===== config.mk =====
export PLATFORM = sky130hd
export DESIGN_NAME = traceback_reader
export DESIGN_NICKNAME = d
export VERILOG_FILES = /design/src/rtl/traceback_reader.sv
export SDC_FILE = /design/constraint.sdc
export NUM_CORES = 1
export LEC_CHECK = 0
export BUFFER_PORTS_ARGS = -buffer_cell sky130_fd_sc_hd__buf_4
export CAP_MARGIN = 10
export CORE_MARGIN = 10
export CORE_UTILIZATION = 27
export CTS_BUF_LIST = sky130_fd_sc_hd__clkbuf_4
export CTS_CLUSTER_DIAMETER = 60
export DETAILED_ROUTE_END_ITERATION = 6
export PLACE_DENSITY = 0.48
export SYNTH_ARGS = -nofsm -noshare
export SYNTH_HDL_FRONTEND = slang
export SYNTH_SLANG_ARGS = --single-unit

===== constraint.sdc =====
create_clock -name clk -period 4.73 [get_ports clk]
set_clock_uncertainty 0.2 [all_clocks]
set_input_delay 0.473 -clock clk [delete_from_list [all_inputs] [get_ports clk]]
set_output_delay 0.473 -clock clk [all_outputs]
set_load 0.1 [all_outputs]

===== src/rtl/traceback_reader.sv =====
// Traceback walker for the alignment matrix: follows direction symbols
// from (N,N) to (0,0) and streams aligned pairs, last pair first.
module traceback_reader #(
    parameter int         N        = 128,
    parameter int         BitAddr  = $clog2(N + 1),
    parameter logic [2:0] GAP_CODE = 3'b111
) (
    input  logic             clk,
    input  logic             rst,
    input  logic             start,
    input  logic [2:0]       symbol,
    input  logic [2:0]       a,
    input  logic [2:0]       b,
    output logic             en_read,
    output logic [BitAddr:0] i,
    output logic [BitAddr:0] j,
    output logic [BitAddr:0] addr_a,
    output logic [BitAddr:0] addr_b,
    output logic             out_valid,
    input  logic             out_ready,
    output logic [2:0]       out_a,
    output logic [2:0]       out_b,
    output logic [BitAddr:0] len,
    output logic             busy,
    output logic             done,
    output logic             error
);

    localparam int               W    = BitAddr + 1;
    localparam logic [BitAddr:0] NIDX = W'(N);
    localparam logic [BitAddr:0] ONE  = W'(1);

    localparam logic [2:0] DIAG = 3'b001;
    localparam logic [2:0] UP   = 3'b010;
    localparam logic [2:0] LEFT = 3'b100;

    typedef enum logic [2:0] {
        S_IDLE,
        S_READ,
        S_CAPTURE,
        S_EMIT,
        S_FINISH
    } state_t;

    state_t           r_state;
    logic [BitAddr:0] r_i;
    logic [BitAddr:0] r_j;
    logic [BitAddr:0] r_len;
    logic [2:0]       r_dir;
    logic [2:0]       r_out_a;
    logic [2:0]       r_out_b;
    logic             r_en_read;
    logic             r_out_valid;
    logic             r_busy;
    logic             r_done;
    logic             r_error;

    logic [2:0]       w_dir;
    logic             w_dir_ok;
    logic [BitAddr:0] w_i_nxt;
    logic [BitAddr:0] w_j_nxt;
    logic             w_read_nxt;

    // Edges of the matrix override the stored symbol so indices never underflow
    always_comb begin
        w_dir = symbol;
        if (r_i == '0) begin
            w_dir = LEFT;
        end else if (r_j == '0) begin
            w_dir = UP;
        end
        w_dir_ok = $onehot(w_dir);
    end

    always_comb begin
        w_i_nxt = r_i;
        w_j_nxt = r_j;
        if (r_dir[0] || r_dir[1]) begin
            w_i_nxt = r_i - ONE;
        end
        if (r_dir[0] || r_dir[2]) begin
            w_j_nxt = r_j - ONE;
        end
        w_read_nxt = (w_i_nxt != '0) || (w_j_nxt != '0);
    end

    always_ff @(posedge clk) begin
        if (rst) begin
            r_state     <= S_IDLE;
            r_i         <= '0;
            r_j         <= '0;
            r_len       <= '0;
            r_dir       <= DIAG;
            r_out_a     <= '0;
            r_out_b     <= '0;
            r_en_read   <= 1'b0;
            r_out_valid <= 1'b0;
            r_busy      <= 1'b0;
            r_done      <= 1'b0;
            r_error     <= 1'b0;
        end else begin
            r_en_read <= 1'b0;
            unique case (r_state)
                S_IDLE: begin
                    if (start) begin
                        r_i       <= NIDX;
                        r_j       <= NIDX;
                        r_len     <= '0;
                        r_done    <= 1'b0;
                        r_error   <= 1'b0;
                        r_busy    <= 1'b1;
                        r_en_read <= (NIDX != '0);
                        r_state   <= S_READ;
                    end
                end
                S_READ: begin
                    if (r_i == '0 && r_j == '0) begin
                        r_state <= S_FINISH;
                    end else begin
                        r_state <= S_CAPTURE;
                    end
                end
                S_CAPTURE: begin
                    if (!w_dir_ok) begin
                        r_error <= 1'b1;
                        r_state <= S_FINISH;
                    end else begin
                        r_dir       <= w_dir;
                        r_out_a     <= (w_dir == LEFT) ? GAP_CODE : a;
                        r_out_b     <= (w_dir == UP) ? GAP_CODE : b;
                        r_out_valid <= 1'b1;
                        r_state     <= S_EMIT;
                    end
                end
                S_EMIT: begin
                    if (out_ready) begin
                        r_out_valid <= 1'b0;
                        r_i         <= w_i_nxt;
                        r_j         <= w_j_nxt;
                        r_len       <= r_len + ONE;
                        r_en_read   <= w_read_nxt;
                        r_state     <= S_READ;
                    end
                end
                S_FINISH: begin
                    r_busy  <= 1'b0;
                    r_done  <= 1'b1;
                    r_state <= S_IDLE;
                end
                default: begin
                    r_state <= S_IDLE;
                end
            endcase
        end
    end

    assign en_read   = r_en_read;
    assign i         = r_i;
    assign j         = r_j;
    assign addr_a    = (r_i == '0) ? '0 : r_i - ONE;
    assign addr_b    = (r_j == '0) ? '0 : r_j - ONE;
    assign out_valid = r_out_valid;
    assign out_a     = r_out_a;
    assign out_b     = r_out_b;
    assign len       = r_len;
    assign busy      = r_busy;
    assign done      = r_done;
    assign error     = r_error;

endmodule


==> run summary, run 1 <==
CTS tree: done
largest net degree at the start of global routing: 39
Post-synth EDFFs: 0
Critical Path RT: 4780 ps
crit-path max FO: 12
Max clock buf depth: 2
Synth Area per Inst: 7.348 um^2
Hold EP: out_a[1]
Yosys warning count: 0
Clock power frac: 8.7%
post-synthesis sequential area ratio: 33.11%
PnR worst setup slack: 609.7 ps
most frequent cells in the layout: 76 x nor2_1, 72 x buf_4, 44 x dfxtp_1
Critical R2R Launch: i[0]
Peak VDD IR: 0.4064 mV
commonest non-fill, non-tap cell in the layout: nor2_1
critical path arrival: 4170 ps
nets: 425
metal3 WL: 411 um
top routing layer in use: met4
switching share of power: 62.47%
Residual DRC: 0
Die Y: 119.3 um
Fmax: 0.2427 GHz
FF-to-FF setup slack: 610 ps
synthesized netlist net count: 379
P_leak: 1.347 nW
Horiz. Die Dim: 119.3 um
Slew HR: 38.54%
Hold Path Depth: 2
initial antenna violation count: 1
dpl ws: 615.7 ps
routed wl met2: 3.932 mm
Final Max Slew Viols: 0
Distinct cells, synth: 53
Worst-path clk slew: 120 ps
H-tree depth: 2
remaining antenna violation count: 0
Starting Density: 27.47%
Worst Setup End Kind: register
Internal: 0.0007900 W
clock sink count: 44
port bufs: 68
share of cells above drive strength 1: 22.06%
final WL: 8.224 mm
via-per-instance ratio: 4.950
Final Hold Vio Count: 0
grt total ovfl: 0
Final period util: 87.11%
max cap viols: 0
Final HPWL DP: 5.997 mm
asr flop ratio synth: 0%
setup violators final: 0
Combinational Power Share: 68.5%
Row Count: 36
status: finished, final reports clean
RSZ-0062 raised after global routing: no
routed vias: 2683
Worst-Margin Slew: 918.4 ps
Crit Path Class: register to register
Ports: 69
Power Dens Cells: 642.9 nW/um^2
Setup crit start kind: register
Core Region: 9684 um^2
total track usage: 11.49%
net load switching power: 0.001315 W
Area growth syn-to-layout: 23.10%
Fin Setup TNS: 0 ps
Synth Flop Type: dfxtp_1
cts bufs inserted: 5
drt pass-1 iters: 4
Final min period: 4120 ps
gpl congestion: 0.8213
routed wire length per instance: 15.17 um
R2R depth: 11
flops & latches, synth: 44
1st-iter DRT viols: 120
Mapped Area: 2660 um^2
root buffer cell: clkbuf_4
CTS Hold Buffers Added: 0
post-CTS sizing: 0
Setup Fix Bufs, Post-CTS: 0
sequential power share: 22.8%
full die area: 14220 um^2
first-pass GRT wire length: 13.76 mm
Worst Hold Class: primary input to register
HP Start: a[1]
capturing point of the worst reg2reg path: out_a[2]
vias in the first global route: 2561
Worst-Skew Late Latency: 350 ps
synthesized instance count: 362
met1 WL: 3.787 mm
[power groups by stage]
stage	sequential (W)	combinational, W	clock, W
after floorplan	0.000665	0.000969	0
after global placement	0.000488	0.00145	0
after detailed placement	0.000487	0.00145	0
after CTS	0.000480	0.00145	0.000196
after global routing	0.000490	0.00153	0.000209
final	0.000480	0.00144	0.000183
[how the worst max path moves through the flow]
stage                     start  slack, ps        end
after floorplan            i[2]        700  addr_a[7]
after global placement     i[0]        820   out_a[2]
after detailed placement   i[0]        620   out_a[2]
after CTS                  i[0]        620   out_a[2]
after global routing       i[0]        310   out_a[1]
final                      i[0]        610   out_a[2]
[cells by family (layout without fill, tap and decap cells)]
logic type / count (synthesis) / in the layout / share of synthesized area (%)
AO/OA/AOI/OAI: 86 / 86 / 19.76
XOR/XNOR: 24 / 24 / 7.902
adder cells (fa/ha/maj): 4 / 4 / 2.164
buffers and inverters: 37 / 83 / 6.021
flip-flops: 44 / 44 / 33.11
other: 0 / 1 / 0
AND/OR/NAND/NOR: 167 / 167 / 31.04
[worst max-delay path: stages (launching register included)]
cell      delay (ps)
dfxtp_1          440
inv_1            100
ha_1             280
nor3b_4          410
nand2_4          100
or4_4            460
o21ai_0          160
fa_1             460
nand2b_1         170
nor2_1           550
o311ai_0         420
o21a_1           270
[state kept, by name, indices dropped and copies added (netlist names), 3 cells and up]
signal	flops
i	9
r_dir	3
j	9
out_a	3
out_b	3
r_state	3
len	9
[cell usage after synthesis (all sizes together), types with 4 or more instances]
cell type | instances | area share (%)
nor3 | 19 | 3.6
clkbuf | 27 | 3.8
inv | 4 | 0.56
dfxtp | 44 | 33
a21oi | 34 | 6.4
xor2 | 14 | 4.6
a211oi | 4 | 1.1
nor2 | 77 | 11
or2 | 4 | 0.94
nand2 | 22 | 3.4
a311oi | 5 | 1.6
o21a | 7 | 2.0
nand4 | 4 | 0.94
nand3 | 10 | 1.9
nand2b | 4 | 0.94
buf | 6 | 1.6
o21ai | 20 | 3.8
nor4b | 4 | 1.3
nor4 | 4 | 1.2
or4 | 4 | 1.4
xnor2 | 10 | 3.3
[stage by stage]
step | cells | area, um^2 | power (W) | util [%] | hold WS, ps
2_1_floorplan | 362 | 2660 | 0.001634 | - | 397.0
3_3_place_gp | 534 | 3222 | 0.001937 | 33.27 | 249.6
3_5_place_dp | 534 | 3222 | 0.001938 | 33.27 | 258.1
4_1_cts | 541 | 3272 | 0.002130 | 33.79 | 108.8
5_1_grt | 542 | 3274 | 0.002229 | 33.81 | 109.5
6_report | 542 | 3274 | 0.002105 | 33.81 | 126.2
[area by class of cell]
cell class,instances,area [um^2]
inverters,4,15.01
well taps,133,166.4
multi-input cells,281,1619
clock inverters,1,5.005
fillers,1077,6410
clock buffers,6,45.04
repair buffers,72,540.5
flip-flops and latches,44,880.8
diodes,1,2.502
[metal layers]
metal | GRT usage [%] | up-vias
met1 | 14.60 | 1257
li1 | - | 1360
met5 | 0 | -
met3 | 2.456 | 5
met2 | 19.12 | 61
met4 | 3.206 | 0
Power figures use the tool's default switching activity.
==> inputs of run 2 (changes only) <==
--- a/config.mk
+++ b/config.mk
@@ -13,6 +13,7 @@
 export CTS_CLUSTER_DIAMETER = 60
 export DETAILED_ROUTE_END_ITERATION = 6
 export PLACE_DENSITY = 0.48
+export REMOVE_ABC_BUFFERS = 1
 export SYNTH_ARGS = -nofsm -noshare
 export SYNTH_HDL_FRONTEND = slang
 export SYNTH_SLANG_ARGS = --single-unit
==> run 2 against run 1 <==
  * Setup slack better by 450 ps
  * Sequential share of layout area down 0.48 points
  * Register-to-register slack better by 450 ps
  * Critical path depth down 1
  * First-iteration DRC count down 13%
  * Maximum frequency up 12%
  * Sequential power about the same
  * Largest cell class unchanged
  * Hold slack worse by 7.3 ps
  * Cell count up 0.18%
  * Combinational power about the same
  * Critical path type unchanged
  * Core utilization up 0.62 points
==> run summary, run 2 (same netlist as run 1, synthesis figures left out) <==
top routing layer in use: met4
Power Dens Cells: 664.8 nW/um^2
Peak VDD IR: 0.3061 mV
met1 WL: 3.695 mm
Setup crit start kind: register
crit-path max FO: 12
Die Y: 119.3 um
nets: 427
full die area: 14220 um^2
Worst-Margin Slew: 960.0 ps
Worst Setup End Kind: register
Fmax: 0.2727 GHz
port bufs: 68
total track usage: 11.12%
drt pass-1 iters: 5
Worst-path clk slew: 130 ps
Crit Path Class: register to register
clock sink count: 44
Core Region: 9684 um^2
routed wire length per instance: 14.96 um
initial antenna violation count: 0
share of cells above drive strength 1: 22.44%
critical path arrival: 3690 ps
metal3 WL: 512 um
Residual DRC: 0
final WL: 8.125 mm
Final Hold Vio Count: 0
cts bufs inserted: 5
post-CTS sizing: 0
Horiz. Die Dim: 119.3 um
setup violators final: 0
root buffer cell: clkbuf_4
Ports: 69
most frequent cells in the layout: 76 x nor2_1, 74 x buf_4, 44 x dfxtp_1
Worst-Skew Late Latency: 360 ps
first-pass GRT wire length: 13.28 mm
P_leak: 1.378 nW
vias in the first global route: 2532
fin area: 3334 um^2
via-per-instance ratio: 4.888
Final period util: 77.53%
gpl congestion: 0.7932
max cap viols: 0
Starting Density: 27.47%
Critical Path RT: 4750 ps
commonest non-fill, non-tap cell in the layout: nor2_1
Slew HR: 35.76%
Worst Hold Class: primary input to register
Setup Fix Bufs, Post-CTS: 0
placed inst area: 3237 um^2
ant diodes: 0
Max clock buf depth: 2
largest net degree at the start of global routing: 39
1st-iter DRT viols: 104
Fin Setup TNS: 0 ps
status: finished, final reports clean
routed wl met2: 3.837 mm
RSZ-0062 raised after global routing: no
H-tree depth: 2
Row Count: 36
Final Max Slew Viols: 0
Final min period: 3667 ps
remaining antenna violation count: 0
Final HPWL DP: 5.965 mm
CTS tree: done
grt total ovfl: 0
Area growth syn-to-layout: 25.35%
CTS Hold Buffers Added: 0
routed vias: 2654
run 2: worst paths after layout:
kind	slack [ps]	startpoint	endpoint	cells after the start
worst max register to register	1060	i[0]	r_state[0]	10
worst min register to register	260	error	error	2
worst max-delay path	1060	i[0]	r_state[0]	10
worst min-delay path	120	a[1]	out_a[1]	2
run 2: area by class of cell:
class / instances / area, um^2
well taps: 133 / 166.4
multi-input cells: 281 / 1619
clock inverters: 2 / 60.06
fillers: 1044 / 6350
clock buffers: 5 / 37.54
flip-flops and latches: 44 / 880.8
repair buffers: 74 / 555.5
inverters: 4 / 15.01
run 2: critical path, stage by stage (launching register included):
cell and delay, ps:
dfxtp_1 450, inv_1 100, ha_1 270, nor3b_4 410, nand2_4 90, or4_4 470
o21ai_0 160, fa_1 470, nand2b_1 170, or2_2 350, a2111oi_0 390
run 2: report_power, final:
part           switching, W  internal (W)  total (W)
Sequential        0.0000660      0.000414   0.000480
Combinational       0.00113      0.000322    0.00145
Clock              0.000127      0.000162   0.000289
run 2: layer usage:
metal  vias to the layer above  track usage (%)
li1                       1359                -
met1                      1215            14.42
met2                        74            18.05
met3                         6            2.740
met4                         0            2.748
met5                         -                0
run 2: stage by stage:
step	setup slack (ps)	hold WS [ps]	instances	power, W	util (%)
2_1_floorplan	700.0	320.8	329	0.001606	-
3_3_place_gp	1265	247.0	536	0.001943	33.42
3_5_place_dp	1121	247.7	536	0.001946	33.42
4_1_cts	1055	99.19	543	0.002242	34.43
5_1_grt	787.0	93.15	543	0.002339	34.43
6_report	1063	118.9	543	0.002217	34.43
